===== config.mk =====
export PLATFORM = sky130hd
export DESIGN_NAME = alu
export DESIGN_NICKNAME = d
export VERILOG_FILES = /design/src/rtl/alu_pkg.sv /design/src/rtl/alu_shifter.sv /design/src/rtl/alu.sv
export SDC_FILE = /design/constraint.sdc
export NUM_CORES = 1
export LEC_CHECK = 0
export ABC_CLOCK_PERIOD_IN_PS = 5300
export CORE_UTILIZATION = 58
export CTS_BUF_LIST = sky130_fd_sc_hd__clkbuf_4
export DETAILED_ROUTE_END_ITERATION = 7
export MAX_ROUTING_LAYER = met4
export PLACE_DENSITY = 0.84
export SLEW_MARGIN = 20
export SYNTH_ARGS = -nofsm -noshare
export SYNTH_HDL_FRONTEND = slang
export SYNTH_SLANG_ARGS = --single-unit

===== constraint.sdc =====
create_clock -name CLK -period 5.3 [get_ports CLK]
set_clock_uncertainty 0.2 [all_clocks]
set_input_delay 1.325 -clock CLK [delete_from_list [all_inputs] [get_ports CLK]]
set_output_delay 1.325 -clock CLK [all_outputs]
set_load 0.02 [all_outputs]

===== src/rtl/alu_pkg.sv =====
// Shared opcode encodings and default sizes for the execute-stage ALU.
// Latency: none (definitions only).
// Backpressure: none (definitions only).
package alu_pkg;

  localparam int ALU_OP_W   = 3;
  localparam int ALU_DATA_W = 16;

  localparam logic [ALU_OP_W-1:0] ALU_NOP = 3'd0;
  localparam logic [ALU_OP_W-1:0] ALU_ADD = 3'd1;
  localparam logic [ALU_OP_W-1:0] ALU_SUB = 3'd2;
  localparam logic [ALU_OP_W-1:0] ALU_OR  = 3'd3;
  localparam logic [ALU_OP_W-1:0] ALU_AND = 3'd4;
  localparam logic [ALU_OP_W-1:0] ALU_SHL = 3'd5;
  localparam logic [ALU_OP_W-1:0] ALU_SHR = 3'd6;
  localparam logic [ALU_OP_W-1:0] ALU_XOR = 3'd7;

endpackage


===== src/rtl/alu_shifter.sv =====
// Combinational logical barrel shifter (left or right, zero fill).
// Latency: 0 cycles, purely combinational.
// Backpressure: none; output follows inputs continuously.
module alu_shifter
  import alu_pkg::*;
#(
  parameter int WIDTH = ALU_DATA_W
) (
  input  logic [WIDTH-1:0] i_dat,
  input  logic [WIDTH-1:0] i_amt,
  input  logic             i_dir_right,
  output logic [WIDTH-1:0] o_dat
);

  // Amount compared at the amount's own width so no extension is needed.
  localparam logic [WIDTH-1:0] LP_WIDTH = WIDTH[WIDTH-1:0];

  logic w_oversize;

  assign w_oversize = (i_amt >= LP_WIDTH);

  // Oversized amounts (which include every negative B seen as unsigned) flush to zero.
  always_comb begin
    o_dat = '0;
    if (!w_oversize) begin
      if (i_dir_right) begin
        o_dat = i_dat >> i_amt;
      end else begin
        o_dat = i_dat << i_amt;
      end
    end
  end

endmodule


===== src/rtl/alu.sv =====
// Registered 8-op integer ALU (add/sub/or/and/shl/shr/xor/nop); optional ZeroFlag via ALU_ZERO_FLAG_EN.
// Latency: 1 cycle from operand sampling edge to OutputData.
// Backpressure: none; a new operation is accepted on every clock edge.
module alu
  import alu_pkg::*;
#(
  parameter int WIDTH = ALU_DATA_W
) (
  input  logic                    CLK,
  input  logic                    RST,
  input  logic signed [WIDTH-1:0] FirstInput,
  input  logic signed [WIDTH-1:0] SecondInput,
  input  logic [ALU_OP_W-1:0]     ALUOp,
  output logic signed [WIDTH-1:0] OutputData
`ifdef ALU_ZERO_FLAG_EN
  ,
  output logic                    ZeroFlag
`endif
);

  logic [WIDTH-1:0] w_sum;
  logic [WIDTH-1:0] w_diff;
  logic [WIDTH-1:0] w_shift;
  logic             w_shift_right;
  logic [WIDTH-1:0] w_result;
  logic [WIDTH-1:0] r_result;

  // Two's-complement wrap comes for free by keeping results at WIDTH bits.
  assign w_sum         = FirstInput + SecondInput;
  assign w_diff        = FirstInput - SecondInput;
  assign w_shift_right = (ALUOp == ALU_SHR);

  alu_shifter #(
    .WIDTH (WIDTH)
  ) u_shifter (
    .i_dat       (FirstInput),
    .i_amt       (SecondInput),
    .i_dir_right (w_shift_right),
    .o_dat       (w_shift)
  );

  // Opcode select; NOP deliberately produces zero rather than holding.
  always_comb begin
    w_result = '0;
    case (ALUOp)
      ALU_NOP: w_result = '0;
      ALU_ADD: w_result = w_sum;
      ALU_SUB: w_result = w_diff;
      ALU_OR:  w_result = FirstInput | SecondInput;
      ALU_AND: w_result = FirstInput & SecondInput;
      ALU_SHL: w_result = w_shift;
      ALU_SHR: w_result = w_shift;
      ALU_XOR: w_result = FirstInput ^ SecondInput;
      default: w_result = '0;
    endcase
  end

  // Output register; reset wins over whatever operation is presented.
  always_ff @(posedge CLK) begin
    if (RST) begin
      r_result <= '0;
    end else begin
      r_result <= w_result;
    end
  end

  assign OutputData = r_result;

`ifdef ALU_ZERO_FLAG_EN
  logic r_zero;

  // Flag tracks the value being loaded into the result register on the same edge.
  always_ff @(posedge CLK) begin
    if (RST) begin
      r_zero <= 1'b1;
    end else begin
      r_zero <= (w_result == '0);
    end
  end

  assign ZeroFlag = r_zero;
`endif

endmodule


==> results of run 1 <==
-- worst max path at each step --
stage	startpoint	endpoint	slack, ns	depth (start not counted)
2_1_floorplan	ALUOp[1]	OutputData[11]	0.85	13
4_1_cts	SecondInput[5]	OutputData[12]	0.58	12
6_report	SecondInput[5]	OutputData[12]	0.54	12
3_5_place_dp	SecondInput[5]	OutputData[12]	0.29	12
3_3_place_gp	SecondInput[5]	OutputData[12]	0.43	12
5_1_grt	SecondInput[5]	OutputData[12]	0.32	13
-- logic make-up after synthesis --
| family | share of synthesized area, % |
|---|---|
| AO/OA/AOI/OAI | 30.0 |
| buffers and inverters | 7.36 |
| multiplexers | 14.8 |
| XOR/XNOR | 6.52 |
| flip-flops | 8.23 |
| adder cells (fa/ha/maj) | 15.9 |
| AND/OR/NAND/NOR | 17.2 |
-- report_power, final --
part	switching [mW]	internal, mW
Combinational	0.259	0.187
Clock	0.0450	0.0274
Sequential	0.00324	0.131
Total	0.307	0.345
-- cell usage in the layout (no fill, tap or decap), drive strengths merged, types with 6 or more instances in the layout --
| master | count |
|---|---|
| dfxtp | 16 |
| nor2b | 6 |
| mux4 | 9 |
| buf | 17 |
| mux2i | 22 |
| o211ai | 6 |
| nor3 | 8 |
| a21oi | 33 |
| nand2 | 48 |
| a222oi | 9 |
| o22ai | 12 |
| xnor2 | 25 |
| o21ai | 44 |
| nor2 | 46 |
| inv | 32 |
| a211oi | 12 |
| clkdlybuf4s50 | 49 |
| ha | 48 |
| mux2 | 13 |
-- layer usage --
layer	up-vias	routed length (um)	GRT usage, %	share of wire (%)
li1	2023	-	-	-
met2	367	6080	62.6	43
met4	0	643	15.4	4.6
met5	-	0	-	0
met3	57	1530	5.24	11
met1	2063	5820	55.1	41
-- area by class of cell --
cell class	count	area [um2]	share of cell area, %
clock buffers	3	22.5	0.504
clock inverters	1	3.75	0.0841
inverters	33	124	2.77
multi-input cells	438	3290	73.6
flip-flops and latches	16	320	7.17
well taps	77	96.3	2.16
repair buffers	66	611	13.7
-- through the flow --
stage	total power, mW	instances	instance area [um2]	util, %	worst slack (ns)
global placement	0.557	630	4440	69.1	0.431
detailed placement	0.568	630	4440	69.1	0.287
finish	0.652	634	4460	69.5	0.537
global route	0.688	634	4460	69.5	0.323
floorplan	0.422	520	3890	-	0.849
CTS	0.636	634	4460	69.5	0.581
==> results.sh, run 1 <==
export IMPL_io_buffers=52
export IMPL_synthCells=520
export IMPL_crit_chain="clkdlybuf4s50_1 -> nor4_1 -> and2_1 -> nor2_1 -> xnor2_1 -> ha_1 -> or3_1 -> o221ai_1 -> o211ai_1 -> xor2_1 -> a222oi_1 -> a21oi_1"
export IMPL_area_growth_pct=14.7
export IMPL_drt_total_wl_mm=14.1
export IMPL_crit_path_start_kind="input pin"
export IMPL_fillers=564
export IMPL_grtUsageTotal_pct=41.0
export IMPL_coreArea_um2=6420
export IMPL_crit_arrival_ns=4.75
export IMPL_cpPeakStageDelay_ns=0.53
export IMPL_whs_path_depth=6
export IMPL_drtAntennaViolNets=0
export IMPL_yosys_warnings=0
export IMPL_diodes=0
export IMPL_fin_crit_sh_pct=89.9
export IMPL_grt_pass1_wl_mm=22.2
export IMPL_fin_hold_ws_ns=1.53
export IMPL_criticalPathCategory="input pin to register"
export IMPL_whs_endpoint="OutputData[7]"
export IMPL_ys_flop_type="dfxtp_1"
export IMPL_relSlewSlack_pct=41.7
export IMPL_critPathBufInv=1
export IMPL_clock_fmax_mhz=210
export IMPL_pin_count=53
export IMPL_status="finished, violations left"
export IMPL_overflow=0
export IMPL_min_period_ns=4.76
export IMPL_clk_pin_slew_ns=0.13
export IMPL_gp_routability_congestion=1.03
export IMPL_avgSynthCellArea_um2=7.49
export IMPL_largest_reg_flops=16
export IMPL_hp_start="SecondInput[2]"
export IMPL_cts_tree="built"
export IMPL_cts_buffers=3
export IMPL_die_x_um=83.9
export IMPL_cts_max_level=1
export IMPL_grt_setup_unrepaired="false"
export IMPL_path_max_fanout=6
export IMPL_drc=9
export IMPL_ctsRootBufferMaster="clkbuf_4"
export IMPL_via_count=4510
export IMPL_yosys_area_top_type="ha_1"
export IMPL_worstHoldPathType="input pin to register"
export IMPL_rows=29
export IMPL_clock_sinks=16
export IMPL_cp_end_kind="register"
export IMPL_grt_pass1_vias=4163
export IMPL_antenna_found_initial=0
export IMPL_grt_start_max_net_pins=46
export IMPL_leakagePower_nw=1.84
export IMPL_required_ns=5.29
export IMPL_p_per_area_nw_per_um2=146
export IMPL_yosysMostFrequentCell="ha_1"
export IMPL_nets=644
export IMPL_dp_hpwl_mm=10.9
export IMPL_ys_ff_latch=16
export IMPL_syn_area_um2=3890
export IMPL_yosysTopAreaCellShare_pct=15.4
export IMPL_hold_viol_final=0
export IMPL_cts_setup_buffers=0
export IMPL_wl_per_cell_um=22.2
export IMPL_cpMaxStageDelayCell="clkdlybuf4s50_1"
export IMPL_synth_async_reset_ratio_pct=0
export IMPL_fp_dieH_um=83.9
export IMPL_irDropWorstVdd_uv=90.2
export IMPL_tightest_slew_ns=0.875
export IMPL_tns_ns=0
export IMPL_dr_pass1_iters=8
export IMPL_dieArea_um2=7050
export IMPL_slew_viol_final=0
export IMPL_critical_path_top_delay_family="simple AND/OR/NAND/NOR gates"
export IMPL_synthTopCellsByArea="ha_1 (15%), dfxtp_1 (8.2%), mux2i_1 (5.7%)"
export IMPL_maxCapViolCount=0
export IMPL_failed_checks="design-rule violations"
export IMPL_drtIter0Drc=666
export IMPL_setup_violations=0
export IMPL_drive_above_1_share_pct=8.26
export IMPL_cts_buffer_depth=2
export IMPL_ys_seq_area_share_pct=8.23
export IMPL_ys_types=71
export IMPL_synth_edf_count=0
export IMPL_start_util_pct=60.6
export IMPL_cts_hold_buf=0
export IMPL_syn_nets=606
export IMPL_cts_resized=0
export IMPL_synthTopCellsByCount="ha_1 (48), nand2_1 (47), nor2_1 (46)"
export IMPL_vias_per_cell=7.11
No activity file was read; power rests on OpenSTA's default activity.
==> run 2, diff against run 1 <==
--- a/config.mk
+++ b/config.mk
@@ -6,12 +6,11 @@
 export NUM_CORES = 1
 export LEC_CHECK = 0
 export ABC_CLOCK_PERIOD_IN_PS = 5300
-export CORE_UTILIZATION = 58
+export CORE_UTILIZATION = 40
 export CTS_BUF_LIST = sky130_fd_sc_hd__clkbuf_4
 export DETAILED_ROUTE_END_ITERATION = 7
+export GPL_ROUTABILITY_DRIVEN = 0
 export MAX_ROUTING_LAYER = met4
-export PLACE_DENSITY = 0.84
-export SLEW_MARGIN = 20
 export SYNTH_ARGS = -nofsm -noshare
 export SYNTH_HDL_FRONTEND = slang
 export SYNTH_SLANG_ARGS = --single-unit
==> results.sh, run 2 (synthesis gave the netlist of run 1 again) <==
export IMPL_pin_count=53
export IMPL_cts_buffers=3
export IMPL_wl_met2_mm=6.07
export IMPL_p_per_area_nw_per_um2=140
export IMPL_required_ns=5.27
export IMPL_criticalPathCategory="input pin to register"
export IMPL_tns_ns=0
export IMPL_timing_final_ws_setup_ns=0.574
export IMPL_p_int_uw=346
export IMPL_seqPwrFrac_pct=21.0
export IMPL_worstHoldPathType="input pin to register"
export IMPL_via_count=4243
export IMPL_power_frac_clock_pct=10.1
export IMPL_cts_max_level=1
export IMPL_path_max_fanout=5
export IMPL_relSlewSlack_pct=42.8
export IMPL_clock_sinks=16
export IMPL_cp_end_kind="register"
export IMPL_dieArea_um2=10100
export IMPL_slew_viol_final=0
export IMPL_cpMaxStageDelayCell="clkdlybuf4s50_1"
export IMPL_vias_per_cell=6.16
export IMPL_fin_util_pct=48.8
export IMPL_fp_dieH_um=101
export IMPL_multi_input_area_um2=3290
export IMPL_combPwrFrac_pct=68.9
export IMPL_cts_buffer_depth=2
export IMPL_wl_met1_mm=6.00
export IMPL_pre_cts_ws_ns=0.363
export IMPL_ctsRootBufferMaster="clkbuf_4"
export IMPL_clock_fmax_mhz=212
export IMPL_clk_pin_slew_ns=0.10
export IMPL_io_buffers=52
export IMPL_drtIter0Drc=401
export IMPL_fin_hold_ws_ns=1.59
export IMPL_grt_setup_unrepaired="false"
export IMPL_fillers=949
export IMPL_cts_tree="built"
export IMPL_crit_path_start_kind="input pin"
export IMPL_maxCapViolCount=0
export IMPL_grt_pass1_vias=3898
export IMPL_cts_resized=0
export IMPL_placed_cell_area_um2=4530
export IMPL_die_x_um=101
export IMPL_min_period_ns=4.73
export IMPL_cpPeakStageDelay_ns=0.55
export IMPL_start_util_pct=41.7
export IMPL_overflow=0
export IMPL_irDropWorstVdd_uv=80.8
export IMPL_largest_reg_flops=16
export IMPL_status="completed"
export IMPL_wl_per_cell_um=19.7
export IMPL_tightest_slew_ns=0.836
export IMPL_leakagePower_nw=1.85
export IMPL_fin_crit_sh_pct=89.2
export IMPL_design_power_total_uw=636
export IMPL_finalInstanceArea_um2=4550
export IMPL_drtAntennaViolNets=0
export IMPL_crit_chain="clkdlybuf4s50_1 -> nor4_1 -> buf_4 -> nand2_1 -> o41ai_1 -> xnor2_1 -> ha_1 -> nand3_1 -> nor2_1 -> o221ai_1 -> o211ai_1 -> xor2_1 -> a222oi_1 -> a21oi_1"
export IMPL_coreArea_um2=9330
export IMPL_drc=0
export IMPL_dpl_cell_count=685
export IMPL_routed_wl_met3_mm=1.06
export IMPL_top_layer="met4"
export IMPL_dp_hpwl_mm=10.8
export IMPL_grtUsageTotal_pct=28.3
export IMPL_critical_path_top_delay_family="compound AO/OA/AOI/OAI gates"
export IMPL_layout_common_cells="clkdlybuf4s50_1 (49), ha_1 (48), nand2_1 (47)"
export IMPL_power_switching_uw=290
export IMPL_fin_cells=689
export IMPL_cts_hold_buf=0
export IMPL_rows=35
export IMPL_final_common_cell="clkdlybuf4s50_1"
export IMPL_grt_pass1_wl_mm=21.5
export IMPL_critPathBufInv=2
export IMPL_diodes=0
export IMPL_nets=647
export IMPL_area_growth_pct=16.9
export IMPL_p_sw_share_pct=45.6
export IMPL_crit_arrival_ns=4.69
export IMPL_cts_setup_buffers=0
export IMPL_drive_above_1_share_pct=8.75
export IMPL_setup_violations=0
export IMPL_drt_total_wl_mm=13.6
export IMPL_hold_viol_final=0
export IMPL_grt_start_max_net_pins=45
export IMPL_seq_area_um2=320
export IMPL_dr_pass1_iters=5
export IMPL_antenna_found_initial=0
-- run 2: changes by cell type in the layout (fill, tap and decap cells not counted) --
cell and change:
buf_4 +3
-- run 2: final cells by class --
class	count	share of cell area [%]
flip-flops and latches	16	7.04
clock buffers	3	0.495
inverters	33	2.72
clock inverters	1	0.0825
multi-input cells	438	72.2
repair buffers	69	13.9
well taps	129	3.55
-- run 2: power by group through the flow --
stage	clock [mW]	combinational, mW	sequential, mW
after global routing	0.0668	0.476	0.135
final	0.0641	0.438	0.134
after global placement	0	0.426	0.137
after floorplan	0	0.271	0.151
after CTS	0.0632	0.431	0.134
after detailed placement	0	0.429	0.137
-- run 2: worst paths after layout --
kind | from | to | cells past startpoint
worst max-delay path | SecondInput[5] | OutputData[12] | 14
worst min-delay path | SecondInput[0] | OutputData[7] | 6
-- run 2: per-layer routing --
layer	vias to the layer above	global-route usage, %
li1	2033	-
met5	-	-
met2	241	44.7
met3	35	1.18
met1	1934	39.2
met4	0	8.14
==> run 3, diff against run 2 <==
==> constraint.sdc (replaced) <==
create_clock -name CLK -period 5.3 [get_ports CLK]
set_clock_uncertainty 0.2 [all_clocks]
set_input_delay 1.06 -clock CLK [delete_from_list [all_inputs] [get_ports CLK]]
set_output_delay 1.06 -clock CLK [all_outputs]
set_load 0.02 [all_outputs]
==> results.sh, run 3 (synthesis gave the netlist of run 1 again) <==
export IMPL_fp_dieH_um=101
export IMPL_cts_setup_buffers=0
export IMPL_cts_buffer_depth=2
export IMPL_power_switching_uw=295
export IMPL_leakagePower_nw=1.83
export IMPL_clk_pin_slew_ns=0.10
export IMPL_drc=1
export IMPL_grt_pass1_vias=3871
export IMPL_cts_buffers=3
export IMPL_seq_area_um2=320
export IMPL_setup_violations=0
export IMPL_criticalPathCategory="input pin to register"
export IMPL_irDropWorstVdd_uv=74.2
export IMPL_p_per_area_nw_per_um2=141
export IMPL_cp_end_kind="register"
export IMPL_cts_hold_buf=0
export IMPL_area_growth_pct=15.9
export IMPL_nets=642
export IMPL_required_ns=5.29
export IMPL_multi_input_area_um2=3290
export IMPL_cts_max_level=1
export IMPL_crit_arrival_ns=4.44
export IMPL_cts_tree="built"
export IMPL_slew_viol_final=0
export IMPL_crit_path_start_kind="input pin"
export IMPL_fin_util_pct=48.4
export IMPL_dp_hpwl_mm=10.7
export IMPL_drt_total_wl_mm=13.8
export IMPL_drtAntennaViolNets=0
export IMPL_diodes=0
export IMPL_dr_pass1_iters=8
export IMPL_worstHoldPathType="input pin to register"
export IMPL_die_x_um=101
export IMPL_clock_sinks=16
export IMPL_clock_fmax_mhz=225
export IMPL_drive_above_1_share_pct=7.93
export IMPL_tightest_slew_ns=0.874
export IMPL_rows=35
export IMPL_design_power_total_uw=639
export IMPL_dieArea_um2=10100
export IMPL_p_int_uw=344
export IMPL_hold_viol_final=0
export IMPL_vias_per_cell=6.24
export IMPL_tns_ns=0
export IMPL_ctsRootBufferMaster="clkbuf_4"
export IMPL_cts_resized=0
export IMPL_io_buffers=52
export IMPL_overflow=0
export IMPL_path_max_fanout=5
export IMPL_relSlewSlack_pct=41.3
export IMPL_combPwrFrac_pct=68.4
export IMPL_status="finished, violations left"
export IMPL_start_util_pct=41.7
export IMPL_failed_checks="design-rule violations"
export IMPL_pin_count=53
export IMPL_seqPwrFrac_pct=21.0
export IMPL_p_sw_share_pct=46.2
export IMPL_via_count=4265
export IMPL_final_common_cell="clkdlybuf4s50_1"
export IMPL_drtIter0Drc=503
export IMPL_min_period_ns=4.45
export IMPL_grt_start_max_net_pins=46
export IMPL_coreArea_um2=9330
export IMPL_fin_crit_sh_pct=84.0
export IMPL_placed_cell_area_um2=4490
export IMPL_fin_cells=684
export IMPL_grt_setup_unrepaired="false"
export IMPL_largest_reg_flops=16
export IMPL_layout_common_cells="clkdlybuf4s50_1 (49), ha_1 (48), nand2_1 (47)"
export IMPL_finalInstanceArea_um2=4510
export IMPL_grtUsageTotal_pct=28.4
export IMPL_grt_pass1_wl_mm=21.6
export IMPL_dpl_cell_count=680
export IMPL_power_frac_clock_pct=10.6
export IMPL_fillers=936
export IMPL_antenna_found_initial=0
export IMPL_maxCapViolCount=0
export IMPL_wl_per_cell_um=20.2
run 3: layout make-up:
type                    instances  share of cell area [%]
flip-flops and latches         16                    7.10
clock buffers                   3                   0.499
repair buffers                 64                    13.2
multi-input cells             438                    72.8
clock inverters                 1                  0.0831
inverters                      33                    2.74
well taps                     129                    3.58
run 3: worst max-delay path, stage by stage:
cell,delay (ns)
clkdlybuf4s50_1,0.53
nor4_1,0.51
nand2_1,0.22
o41ai_1,0.46
xnor2_1,0.12
ha_1,0.38
nand3_1,0.13
nor2_1,0.12
o221ai_1,0.13
o211ai_1,0.21
xor2_1,0.11
a222oi_1,0.33
a21oi_1,0.11
run 3: layer usage:
metal | wire length, um | track usage (%)
met5 | 0 | -
met4 | 563 | 10.8
met3 | 1120 | 2.77
met2 | 5930 | 42.5
met1 | 6170 | 39.4
run 3: final timing paths:
path / start / to / slack, ns / cells after the start
setup / recovery: SecondInput[5] / OutputData[12] / 0.85 / 13
hold / removal: SecondInput[0] / OutputData[7] / 1.31 / 6
run 3: power groups by stage:
stage | Combinational, mW | Sequential [mW] | Clock [mW]
detailed placement | 0.427 | 0.137 | 0
floorplan | 0.271 | 0.151 | 0
global placement | 0.424 | 0.137 | 0
global route | 0.475 | 0.135 | 0.0715
CTS | 0.429 | 0.134 | 0.0656
finish | 0.437 | 0.134 | 0.0678
run 3: per-stage QoR:
stage | worst slack (ns) | hold slack [ns]
after floorplan | 1.11 | 1.08
after global placement | 0.667 | 1.64
after detailed placement | 0.594 | 1.63
after CTS | 0.887 | 1.31
after global routing | 0.521 | 1.37
final | 0.846 | 1.31
==> variant: new RTL, config.mk and constraints of run 2 <==
The option `ALU_ZERO_FLAG_EN` is turned on by a define.
--- a/src/rtl/alu.sv
+++ b/src/rtl/alu.sv
@@ -1,6 +1,8 @@
 // Registered 8-op integer ALU (add/sub/or/and/shl/shr/xor/nop); optional ZeroFlag via ALU_ZERO_FLAG_EN.
 // Latency: 1 cycle from operand sampling edge to OutputData.
 // Backpressure: none; a new operation is accepted on every clock edge.
+`define ALU_ZERO_FLAG_EN
+
 module alu
   import alu_pkg::*;
 #(
Formal check against the unedited RTL (old outputs only; new: ZeroFlag): equivalent (Yosys induction, for registers that start in step).
==> variant against run 2 <==
- final cell count is 11% higher
- count of clock-buffer cells in the layout grew 1
- global-route usage decreased by 0.061 points
- sequential cell count rose by 1
- synthesized area grew 11%
- setup slack got worse by 0.27 ns
- combinational power is 20% higher
- sequential share of layout area shrank 0.37 points
- cell area grew 12%
- clock power increased by 8.0%
- total power increased by 16%
- via count is 11% higher
- wire length is 11% higher
- critical path type unchanged
==> variant: results (changes against run 2) <==
* Mux contribution to synthesized area at 16.1% (+1.2 points)
* Buffers, non-clock at 85 (+23%)
* Clock Network Area Fraction at 0.588% (+0.011 points)
* M3 GR Usage at 2.33% (+1.2 points)
* Status: finished clean
* Critical Path AT at 5.01 ns (+0.32 ns)
* First-iteration detailed-routing DRC count at 352 (-12%)
* Global-route wire length before repair at 24400 um (+13%)
* Ratio of cells with drive above 1 in the final layout at 12.5% (+3.7 points)
* Mapped Cells at 580 (+12%)
* Met2 usage at 45.3% (+0.60 points)
* Net Count, Synth at 666 (+9.9%)
* Synth Area in Compound Gates at 26.3% (-3.7 points)
* Hold path start: RST
* Signal buf overhead at 15.0% (+1.1 points)
* Slew HR at 59.0% (+16 points)
* Tmin final at 5.00 ns (+0.275 ns)
* # port buffers at 53 (+1.9%)
* # clk buffers at 4 (+1)
* Post-synth cell types at 78 (+9.9%)
* Inverter count at 36 (+9.1%)
* Core Util, Final at 49.0% (+0.22 points)
* Worst hold slack at 1.53 ns (-0.0546 ns)
* Synth Area in Adders at 14.3% (-1.6 points)
* Post-Route M1 WL at 6570 um (+9.4%)
* Clk pin slew, worst setup/hold paths at 0.08 ns (-0.02 ns)
* Sequential cell area share at 6.67% (-0.37 points)
* Vias in the first global route at 4519 (+16%)
* WHS Endpoint: OutputData[12]$_SDFF_PP0_
* Vias post-DR at 4721 (+11%)
* Crit Path Max Fanout at 9 (+4)
* Final net count at 713 (+10%)
[variant: cell count changes in the layout (fill, tap and decap cells not counted), moves of 4 or more]
| cell | run 2 | this run |
|---|---|---|
| a211oi_1 | 12 | 5 |
| a222oi_1 | 9 | 3 |
| a31oi_1 | 5 | 11 |
| buf_4 | 17 | 32 |
| mux2i_1 | 22 | 29 |
| mux4_2 | 9 | 14 |
| nand2_1 | 47 | 56 |
| nand2b_1 | 3 | 8 |
| nand3_1 | 5 | 16 |
| nand3b_1 | 1 | 5 |
| nor3_1 | 8 | 15 |
| o22ai_1 | 12 | 5 |
| o32ai_1 | 0 | 4 |
[variant: where the power goes]
part | internal (mW) | leakage, nW | total (mW) | switching, mW
Sequential | 0.139 | 0.140 | 0.142 | 0.00266
Combinational | 0.227 | 1.94 | 0.527 | 0.300
Clock | 0.0344 | 0.0184 | 0.0692 | 0.0348
Total | 0.400 | 2.10 | 0.738 | 0.337
